===== src/rtl/nice_line_framer_if.sv =====
// Byte-stream handshake bundle for the line framer: raw input side and framed line output side.
// The framer takes the slave view; the byte source / line consumer takes the master view.
interface nice_line_framer_if;
    logic       in_valid;
    logic       in_ready;
    logic [7:0] in_data;
    logic       in_last;
    logic       out_valid;
    logic       out_ready;
    logic [7:0] out_data;
    logic       out_last;
    logic       out_empty;
    logic       out_trunc;
    logic       out_eof;

    modport master (
        output in_valid,
        output in_data,
        output in_last,
        output out_ready,
        input  in_ready,
        input  out_valid,
        input  out_data,
        input  out_last,
        input  out_empty,
        input  out_trunc,
        input  out_eof
    );

    modport slave (
        input  in_valid,
        input  in_data,
        input  in_last,
        input  out_ready,
        output in_ready,
        output out_valid,
        output out_data,
        output out_last,
        output out_empty,
        output out_trunc,
        output out_eof
    );
endinterface


===== src/rtl/nice_line_framer.sv =====
// Splits a byte stream into lines on LF, CR and CRLF, buffers one line and replays it
// as a framed burst with empty/trunc/eof markers on the last beat.
module nice_line_framer #(
    parameter int unsigned MAX_LEN = 64,
    parameter int unsigned CNT_W   = 16
) (
    input  logic                 clk,
    input  logic                 rst,
    nice_line_framer_if.slave    bus,
    output logic [CNT_W-1:0]     line_count,
    output logic                 busy
);

    localparam int unsigned AW = $clog2(MAX_LEN);
    localparam int unsigned CW = AW + 1;

    localparam logic [7:0] ByteLf = 8'h0A;
    localparam logic [7:0] ByteCr = 8'h0D;

    typedef enum logic [0:0] {StFill, StDrain} state_e;

    state_e           st_q, st_d;
    logic [CW-1:0]    count_q, count_d;
    logic [AW-1:0]    rd_q, rd_d;
    logic             prev_cr_q, prev_cr_d;
    logic             trunc_q, trunc_d;
    logic             eof_q, eof_d;
    logic [CNT_W-1:0] line_count_q, line_count_d;

    logic [7:0]       line_mem [MAX_LEN];

    logic             is_lf;
    logic             is_cr;
    logic             term;
    logic             wr_en;
    logic             drain;
    logic             line_empty;
    logic             last_beat;

    assign is_lf      = (bus.in_data == ByteLf);
    assign is_cr      = (bus.in_data == ByteCr);
    assign drain      = (st_q == StDrain);
    assign line_empty = (count_q == '0);
    assign last_beat  = line_empty || ({1'b0, rd_q} == (count_q - CW'(1)));

    always_comb begin
        st_d         = st_q;
        count_d      = count_q;
        rd_d         = rd_q;
        prev_cr_d    = prev_cr_q;
        trunc_d      = trunc_q;
        eof_d        = eof_q;
        line_count_d = line_count_q;
        term         = 1'b0;
        wr_en        = 1'b0;

        unique case (st_q)
            StFill: begin
                if (bus.in_valid) begin
                    if (is_lf && prev_cr_q) begin
                        // Second half of CRLF: the CR already ended the line.
                        prev_cr_d = 1'b0;
                    end else if (is_lf) begin
                        term = 1'b1;
                    end else if (is_cr) begin
                        term      = 1'b1;
                        prev_cr_d = 1'b1;
                    end else begin
                        wr_en     = 1'b1;
                        count_d   = count_q + CW'(1);
                        prev_cr_d = 1'b0;
                        if (count_q == CW'(MAX_LEN - 1)) begin
                            term    = 1'b1;
                            trunc_d = 1'b1;
                        end
                    end

                    if (bus.in_last) begin
                        term      = 1'b1;
                        eof_d     = 1'b1;
                        prev_cr_d = 1'b0;
                    end

                    if (term) begin
                        st_d = StDrain;
                        rd_d = '0;
                    end
                end
            end

            StDrain: begin
                if (bus.out_ready) begin
                    if (last_beat) begin
                        st_d         = StFill;
                        count_d      = '0;
                        trunc_d      = 1'b0;
                        eof_d        = 1'b0;
                        line_count_d = line_count_q + CNT_W'(1);
                    end else begin
                        rd_d = rd_q + AW'(1);
                    end
                end
            end

            default: begin
                st_d = StFill;
            end
        endcase
    end

    always_ff @(posedge clk) begin
        if (rst) begin
            st_q         <= StFill;
            count_q      <= '0;
            rd_q         <= '0;
            prev_cr_q    <= 1'b0;
            trunc_q      <= 1'b0;
            eof_q        <= 1'b0;
            line_count_q <= '0;
        end else begin
            st_q         <= st_d;
            count_q      <= count_d;
            rd_q         <= rd_d;
            prev_cr_q    <= prev_cr_d;
            trunc_q      <= trunc_d;
            eof_q        <= eof_d;
            line_count_q <= line_count_d;
        end
    end

    // Line storage carries no reset; only bytes below count are ever read.
    always_ff @(posedge clk) begin
        if (wr_en) begin
            line_mem[count_q[AW-1:0]] <= bus.in_data;
        end
    end

    assign bus.in_ready  = !drain;
    assign bus.out_valid = drain;
    assign bus.out_data  = (drain && !line_empty) ? line_mem[rd_q] : 8'h00;
    assign bus.out_last  = drain && last_beat;
    assign bus.out_empty = drain && line_empty;
    assign bus.out_trunc = drain && last_beat && trunc_q;
    assign bus.out_eof   = drain && last_beat && eof_q;
    assign busy          = drain;
    assign line_count    = line_count_q;

endmodule


===== src/flat_wrapper.sv =====
// flat-port wrapper written by rule: the top's interface ports become plain ports
module nice_line_framer_flat 
#(
    parameter int unsigned MAX_LEN = 64,
    parameter int unsigned CNT_W   = 16
)
  (clk, rst, line_count, busy, bus_in_valid, bus_in_data, bus_in_last, bus_out_ready, bus_in_ready, bus_out_valid, bus_out_data, bus_out_last, bus_out_empty, bus_out_trunc, bus_out_eof);
  nice_line_framer_if bus_i ();
  input  logic clk;
  input  logic rst;
  output logic [CNT_W-1:0] line_count;
  output logic busy;
  input wire logic [$bits(bus_i.in_valid)-1:0] bus_in_valid;
  input wire logic [$bits(bus_i.in_data)-1:0] bus_in_data;
  input wire logic [$bits(bus_i.in_last)-1:0] bus_in_last;
  input wire logic [$bits(bus_i.out_ready)-1:0] bus_out_ready;
  output wire logic [$bits(bus_i.in_ready)-1:0] bus_in_ready;
  output wire logic [$bits(bus_i.out_valid)-1:0] bus_out_valid;
  output wire logic [$bits(bus_i.out_data)-1:0] bus_out_data;
  output wire logic [$bits(bus_i.out_last)-1:0] bus_out_last;
  output wire logic [$bits(bus_i.out_empty)-1:0] bus_out_empty;
  output wire logic [$bits(bus_i.out_trunc)-1:0] bus_out_trunc;
  output wire logic [$bits(bus_i.out_eof)-1:0] bus_out_eof;
  assign bus_i.in_valid = bus_in_valid;
  assign bus_i.in_data = bus_in_data;
  assign bus_i.in_last = bus_in_last;
  assign bus_i.out_ready = bus_out_ready;
  assign bus_in_ready = bus_i.in_ready;
  assign bus_out_valid = bus_i.out_valid;
  assign bus_out_data = bus_i.out_data;
  assign bus_out_last = bus_i.out_last;
  assign bus_out_empty = bus_i.out_empty;
  assign bus_out_trunc = bus_i.out_trunc;
  assign bus_out_eof = bus_i.out_eof;
  nice_line_framer #(.MAX_LEN(MAX_LEN), .CNT_W(CNT_W)) u_core (.clk(clk), .rst(rst), .bus(bus_i), .line_count(line_count), .busy(busy));
endmodule

===== config.mk =====
export PLATFORM = sky130hd
export DESIGN_NAME = nice_line_framer_flat
export DESIGN_NICKNAME = d
export VERILOG_FILES = /design/src/rtl/nice_line_framer_if.sv /design/src/rtl/nice_line_framer.sv /design/src/flat_wrapper.sv
export SDC_FILE = /design/constraint.sdc
export NUM_CORES = 1
export LEC_CHECK = 0
export ABC_CLOCK_PERIOD_IN_PS = 2590
export CAP_MARGIN = 20
export CORE_ASPECT_RATIO = 2
export CORE_UTILIZATION = 50
export DETAILED_ROUTE_END_ITERATION = 7
export GPL_ROUTABILITY_DRIVEN = 0
export PLACE_DENSITY = 0.74
export SYNTH_ARGS = -nofsm -noshare
export SYNTH_HDL_FRONTEND = slang
export SYNTH_SLANG_ARGS = --single-unit
export TNS_END_PERCENT = 10

===== constraint.sdc =====
create_clock -name clk -period 2.59 [get_ports clk]
set_clock_uncertainty 0.05 [all_clocks]
set_input_delay 0.3885 -clock clk [delete_from_list [all_inputs] [get_ports clk]]
set_output_delay 0.3885 -clock clk [all_outputs]
set_load 0.02 [all_outputs]

==> results.py, run 1 <==
metrics = {
    "outcome": {
        "status": "finished, violations left",
        "violations": "setup timing",
    },
    "clocking": {
        "cts-root-buf": "clkbuf_16",
        "cts_buffers": 45,
        "h-tree-depth": 2,
        "clk_pin_slew_ns": 0.07,
        "clock-sinks": 551,
        "cts_tree": "yes",
        "insertion_delay_ns": 0.57,
        "hold_buffers": 0,
        "clk_path_buf_depth": 3,
    },
    "cells_and_area": {
        "multi_input_area_mm2": 0.00617,
        "fin_cells": 1890,
        "fillCellCount": 2911,
        "fin_nets": 1325,
        "final_area_mm2": 0.0269,
        "final_core_util_pct": 61.9,
        "drive_above_1_share_pct": 39.7,
        "register_area_mm2": 0.0162,
        "syn2layout_area_growth_pct": 22.0,
        "antennaDiodeCount": 0,
    },
    "critical_path": {
        "cp_slowest_cell": "mux4_2",
        "startpoint_type": "flip-flop",
        "slowest_delay_ns": 0.53,
        "cp.buffers_inverters": 3,
        "worstPathMaxFanout": 7,
        "crit_arrival_ns": 2.95,
        "cp_top_family": "multiplexers",
        "path_cells": "buf_12, buf_12, mux4_2, mux4_2, a22oi_2, nand2_2, buf_6",
        "cp.required_ns": 2.15,
        "end_kind": "output pin",
        "path_class": "flip-flop to output pin",
    },
    "power": {
        "worst_ir_drop_vdd_uv": 588,
        "swShare_pct": 20.3,
        "p_leak_uw": 0.00854,
        "cellPowerDensity_mw_per_mm2": 669,
        "p_sw_uw": 3650,
        "p_int_uw": 14400,
        "p_seq_share_pct": 54.2,
        "clkPwrFrac_pct": 40.5,
        "power.total_uw": 18000,
        "pwr-share-comb_pct": 5.2,
    },
    "sta": {
        "rsz0062_at_grt": "yes",
        "fmax_mhz": 295,
        "post-route-period-util_pct": 131,
        "worst_pin_slew_ns": 0.962,
        "max_slew_margin_pct": 35.6,
        "timing.hold.ws_ns": 0.181,
        "finalWorstSetupSlack_ns": -0.795,
        "fin_crit_ns": 3.38,
        "slew_violations": 0,
        "hold_viol": 0,
        "finalSetupViolCount": 26,
    },
    "synthesis": {
        "synth_area_per_cell_um2": 19.7,
        "ys_seq_area_share_pct": 73.2,
        "synthArstFlopShare_pct": 0,
        "synth.area.top_cells": "edfxtp_1, mux4_2, dfxtp_1",
        "yosysTopAreaCell": "edfxtp_1",
        "syn_area_mm2": 0.0221,
        "ys.flop_type": "edfxtp_1",
        "yosys_register_bits": 551,
        "syn_nets": 1136,
        "synth_edf_count": 512,
        "ys_top_cells_by_count": "edfxtp_1, mux4_2, nor2_1",
        "yosysWarnings": 0,
        "synth_cell_types": 57,
        "synth.most_common_cell": "edfxtp_1",
        "postSynthCellCount": 1118,
        "synth_top_area_share_pct": 69.7,
    },
    "routing": {
        "drc": 0,
        "antenna_left": 0,
        "drtIter0Drc": 982,
        "dr.pass1.iters": 5,
        "drt-total-wl_um": 54200,
        "routed_via_density": 6.22,
        "vias": 11800,
        "wl_per_cell_um": 28.7,
    },
    "floorplan": {
        "ioPinCount": 44,
        "core_mm2": 0.0435,
        "rows": 108,
        "die_w_um": 151,
        "die-area_mm2": 0.0450,
        "die_h_um": 299,
        "start_util_pct": 50.7,
    },
    "global_routing": {
        "grt_usage_pct": 25.2,
        "grt_pass1_wl_um": 80300,
        "antenna_found_initial": 2,
        "grt_pass1_vias": 12400,
        "grt-ovfl-total": 0,
        "grt_max_degree": 68,
    },
    "place": {
        "dp_hpwl_um": 35100,
        "io_buffers": 43,
        "placed_cell_area_mm2": 0.0244,
        "place_inst": 1785,
    },
    "min_path": {
        "hp-class": "primary input to flip-flop",
    },
    "job": {
        "cap_viol_max_count": 0,
    },
}
[metal layers]
| metal | vias up | global-route usage (%) | share of wire [%] |
|---|---|---|---|
| met5 | - | 0 | 0.090 |
| met3 | 134 | 2.95 | 5.2 |
| li1 | 4980 | - | - |
| met2 | 489 | 45.8 | 56 |
| met1 | 6145 | 28.6 | 34 |
| met4 | 4 | 12.8 | 5.3 |
[placed cells by master, fill, tap and decap left out, types with 4 or more instances in the layout]
cell type	count
clkbuf_1	4
a22oi_2	11
nor2b_1	17
dfxtp_1	31
o41ai_2	5
clkinv_2	7
nor2_4	4
nand2_1	22
buf_12	44
xor2_1	9
bufinv_16	9
mux2_4	4
o21ai_2	5
inv_1	8
nor3_1	12
buf_4	94
nand3_1	29
clkinv_1	10
nand4_1	9
dfxtp_2	6
clkdlybuf4s50_1	23
nand3b_1	4
edfxtp_1	512
buf_6	27
clkbuf_16	47
mux2i_1	5
mux4_2	157
a211oi_1	4
or3_1	8
nor2_2	31
or3_4	5
ha_1	4
buf_2	7
a21oi_1	13
nor2_1	56
mux2_2	9
[state kept, by name, summed over array words and instances, names as in the netlist, named ones only]
name / flops
u_core.rd_q: 6
u_core.line_count: 16
u_core.line_mem: 512
u_core.bus.out_valid: 1
u_core.count_q: 7
u_core.prev_cr_q: 1
u_core.eof_q: 1
u_core.trunc_q: 1
[per-stage QoR]
stage	setup WS, ns	TNS [ns]
detailed placement	-0.910	-249.72
global route	-0.822	-11.00
global placement	-0.931	-214.73
floorplan	-0.0781	-0.345
CTS	-0.824	-11.31
finish	-0.795	-9.35
[worst paths after layout]
kind / from / endpoint / slack, ns / cells past startpoint
max: flip-flop / bus_out_data[1] / -0.79 / 7
min: bus_in_data[2] / u_core.line_mem[8][2] / 0.18 / 2
max reg2reg: u_core.count_q[4] / u_core.line_count[6] / -0.23 / 11
min reg2reg: u_core.prev_cr_q / u_core.prev_cr_q / 0.41 / 2
[timing repair]
item | 4_1_cts | 5_1_grt
setup buffers | 15 | 13
endpoints found under the setup margin | 105 | 242
resized for setup | 154 | 81
pin swaps | 18 | 16
gates cloned | 3 | 0
[cell type report]
| type | instances | share of cell area, % |
|---|---|---|
| Sequential cell | 551 | 60.1 |
| Multi-Input combinational cell | 495 | 22.9 |
| Timing Repair Buffer | 202 | 8.51 |
| Clock buffer | 51 | 4.42 |
| Tap cell | 550 | 2.56 |
| Clock inverter | 29 | 1.39 |
| Inverter | 12 | 0.167 |
[kinds of logic (layout without fill, tap and decap cells)]
family / after synthesis / in the layout / synth area share, %
adder cells (fa/ha/maj): 5 / 5 / 0.284
AND/OR/NAND/NOR: 223 / 223 / 4.93
multiplexers: 181 / 181 / 17.2
AO/OA/AOI/OAI: 73 / 73 / 2.43
buffers and inverters: 72 / 294 / 1.43
flip-flops: 551 / 551 / 73.2
XOR/XNOR: 13 / 13 / 0.516
[power by group through the flow]
stage | clock network, uW | logic, uW | registers (uW)
global route | 7670 | 989 | 9760
finish | 7300 | 943 | 9760
CTS | 7360 | 873 | 9760
detailed placement | 0 | 734 | 9960
floorplan | 0 | 331 | 9960
global placement | 0 | 717 | 9950
Power figures use the tool's default switching activity.
==> run 2: changes to the inputs <==
GPL_ROUTABILITY_DRIVEN = default   (was 0)
==> results of run 2 <==
The final DEF is identical to that of run 1; final timing and power are the same.
==> run 3: changes to the inputs <==
CTS_BUF_LIST = sky130_fd_sc_hd__clkbuf_8   (was default)
==> run 3 against run 2 <==
The flow still finishes with violations (setup timing). Total power shrank 8.0%. Via count is the same. Sequential share of layout area grew 0.96 points.
==> results.py, run 3 (same netlist as run 1, synthesis figures left out) <==
metrics = {
    "clocking": {
        "cts_buffers": 73,
        "clk_pin_slew_ns": 0.07,
        "h-tree-depth": 3,
        "cts-root-buf": "clkbuf_8",
        "clk_path_buf_depth": 3,
        "cts_tree": "yes",
        "hold_buffers": 0,
        "clock-sinks": 551,
        "insertion_delay_ns": 0.63,
    },
    "routing": {
        "drc": 0,
        "drtIter0Drc": 851,
        "vias": 11800,
        "wl_per_cell_um": 27.3,
        "dr.pass1.iters": 5,
        "routed_via_density": 6.07,
        "drt-total-wl_um": 52800,
        "antenna_left": 0,
    },
    "power": {
        "p_sw_uw": 3620,
        "cellPowerDensity_mw_per_mm2": 625,
        "p_leak_uw": 0.00842,
        "swShare_pct": 21.9,
        "p_seq_share_pct": 59.0,
        "power.total_uw": 16600,
        "p_int_uw": 12900,
        "pwr-share-comb_pct": 5.4,
        "clkPwrFrac_pct": 35.7,
        "worst_ir_drop_vdd_uv": 597,
    },
    "cells_and_area": {
        "final_area_mm2": 0.0265,
        "syn2layout_area_growth_pct": 20.1,
        "largest_register_ffs": 512,
        "drive_above_1_share_pct": 39.0,
        "final_common_cell": "edfxtp_1",
        "final_cell_mix": "edfxtp_1, mux4_2, buf_4, clkbuf_8, nor2_1",
        "fin_nets": 1351,
    },
    "floorplan": {
        "ioPinCount": 44,
        "die_w_um": 151,
        "die-area_mm2": 0.0450,
        "die_h_um": 299,
        "start_util_pct": 50.7,
        "core_mm2": 0.0435,
        "rows": 108,
    },
    "place": {
        "io_buffers": 43,
        "dp_hpwl_um": 35100,
        "placed_cell_area_mm2": 0.0244,
        "place_ws_ns": -0.910,
        "routabilityCongestion": 0.854,
    },
    "global_routing": {
        "grt_usage_pct": 24.7,
        "grt-ovfl-total": 0,
        "grt_max_degree": 68,
        "antenna_found_initial": 2,
        "grt_pass1_vias": 12500,
        "grt_pass1_wl_um": 78600,
    },
    "sta": {
        "fin_crit_ns": 3.47,
        "hold_viol": 0,
        "timing.hold.ws_ns": 0.115,
        "rsz0062_at_grt": "yes",
        "slew_violations": 0,
        "finalSetupViolCount": 19,
        "tns_ns": -8.98,
        "fmax_mhz": 288,
        "worst_pin_slew_ns": 0.956,
        "finalWorstSetupSlack_ns": -0.881,
        "max_slew_margin_pct": 36.0,
        "post-route-period-util_pct": 134,
    },
    "critical_path": {
        "cp.required_ns": 2.15,
        "cp_top_family": "multiplexers",
        "slowest_delay_ns": 0.54,
        "rr_worst_depth": 9,
        "cp_slowest_cell": "mux4_2",
        "crit_arrival_ns": 3.03,
        "r2r-end": "u_core.line_count[14]",
        "cp.buffers_inverters": 3,
        "path_cells": "buf_12, buf_12, mux4_2, mux4_2, a22oi_2, nand2_2, buf_6",
        "r2r_slack_ns": -0.21,
        "startpoint_type": "flip-flop",
        "worstReg2RegStart": "u_core.count_q[3]",
        "path_class": "flip-flop to output pin",
        "worstPathMaxFanout": 7,
        "end_kind": "output pin",
    },
    "min_path": {
        "min_from": "bus_in_data[2]",
        "hp-class": "primary input to flip-flop",
        "whs_endpoint": "u_core.line_mem[8][2]",
        "min_path_cells": 2,
    },
    "outcome": {
        "status": "finished, violations left",
        "violations": "setup timing",
    },
    "job": {
        "cap_viol_max_count": 0,
    },
}
[run 3: changes by cell type in the layout (fill, tap and decap cells not counted), sizes merged]
| cell | before | now |
|---|---|---|
| clkbuf | 52 | 75 |
| buf | 178 | 177 |
| inv | 13 | 46 |
| bufinv | 9 | 1 |
| diode | 0 | 1 |
| clkinv | 19 | 14 |
| clkinvlp | 0 | 4 |
[run 3: per-stage QoR]
step           cells  utilization [%]
2_1_floorplan   1118                -
3_3_place_gp    1785             56.1
3_5_place_dp    1785             56.1
4_1_cts         1932             60.3
5_1_grt         1937             60.9
6_report        1937             60.9
[run 3: power by group through the flow]
| stage | Sequential, uW | Combinational, uW | Clock, uW |
|---|---|---|---|
| floorplan | 9960 | 331 | 0 |
| global placement | 9950 | 717 | 0 |
| detailed placement | 9960 | 734 | 0 |
| CTS | 9760 | 825 | 6000 |
| global route | 9760 | 932 | 6350 |
| finish | 9770 | 887 | 5900 |
[run 3: layout make-up]
cell class                      instances  area [um^2]
Antenna cell                            1         2.50
Clock buffer                           75         1030
Clock inverter                         53          264
Fill cell                            2999        17000
Inverter                               12         45.0
Multi-Input combinational cell        495         6020
Sequential cell                       551        16200
Tap cell                              550          688
Timing Repair Buffer                  200         2280
[run 3: worst max-delay path by stage]
| stage | from | end | slack [ns] | cells past startpoint |
|---|---|---|---|---|
| after floorplan | flip-flop | bus_out_data[6] | -0.08 | 7 |
| after global placement | bus_in_data[3] | flip-flop | -0.93 | 9 |
| after detailed placement | bus_in_data[3] | flip-flop | -0.91 | 10 |
| after CTS | flip-flop | bus_out_data[0] | -0.89 | 7 |
| after global routing | flip-flop | bus_out_data[0] | -0.93 | 7 |
| final | flip-flop | bus_out_data[0] | -0.88 | 7 |
[run 3: per-layer routing]
layer  global-route usage [%]  wire length, um  up-vias
met4                     12.7             2670        2
met5                        0               10        -
li1                         -                -     5046
met2                     44.7            29600      444
met1                     27.8            17700     6142
met3                     3.52             2790      118
[run 3: timing repair]
action / 4_1_cts / 5_1_grt
cloned: 4 / 0
setup buffers: 16 / 6
endpoints found under the setup margin: 112 / 199
pin swaps: 16 / 14
resized for setup: 138 / 62
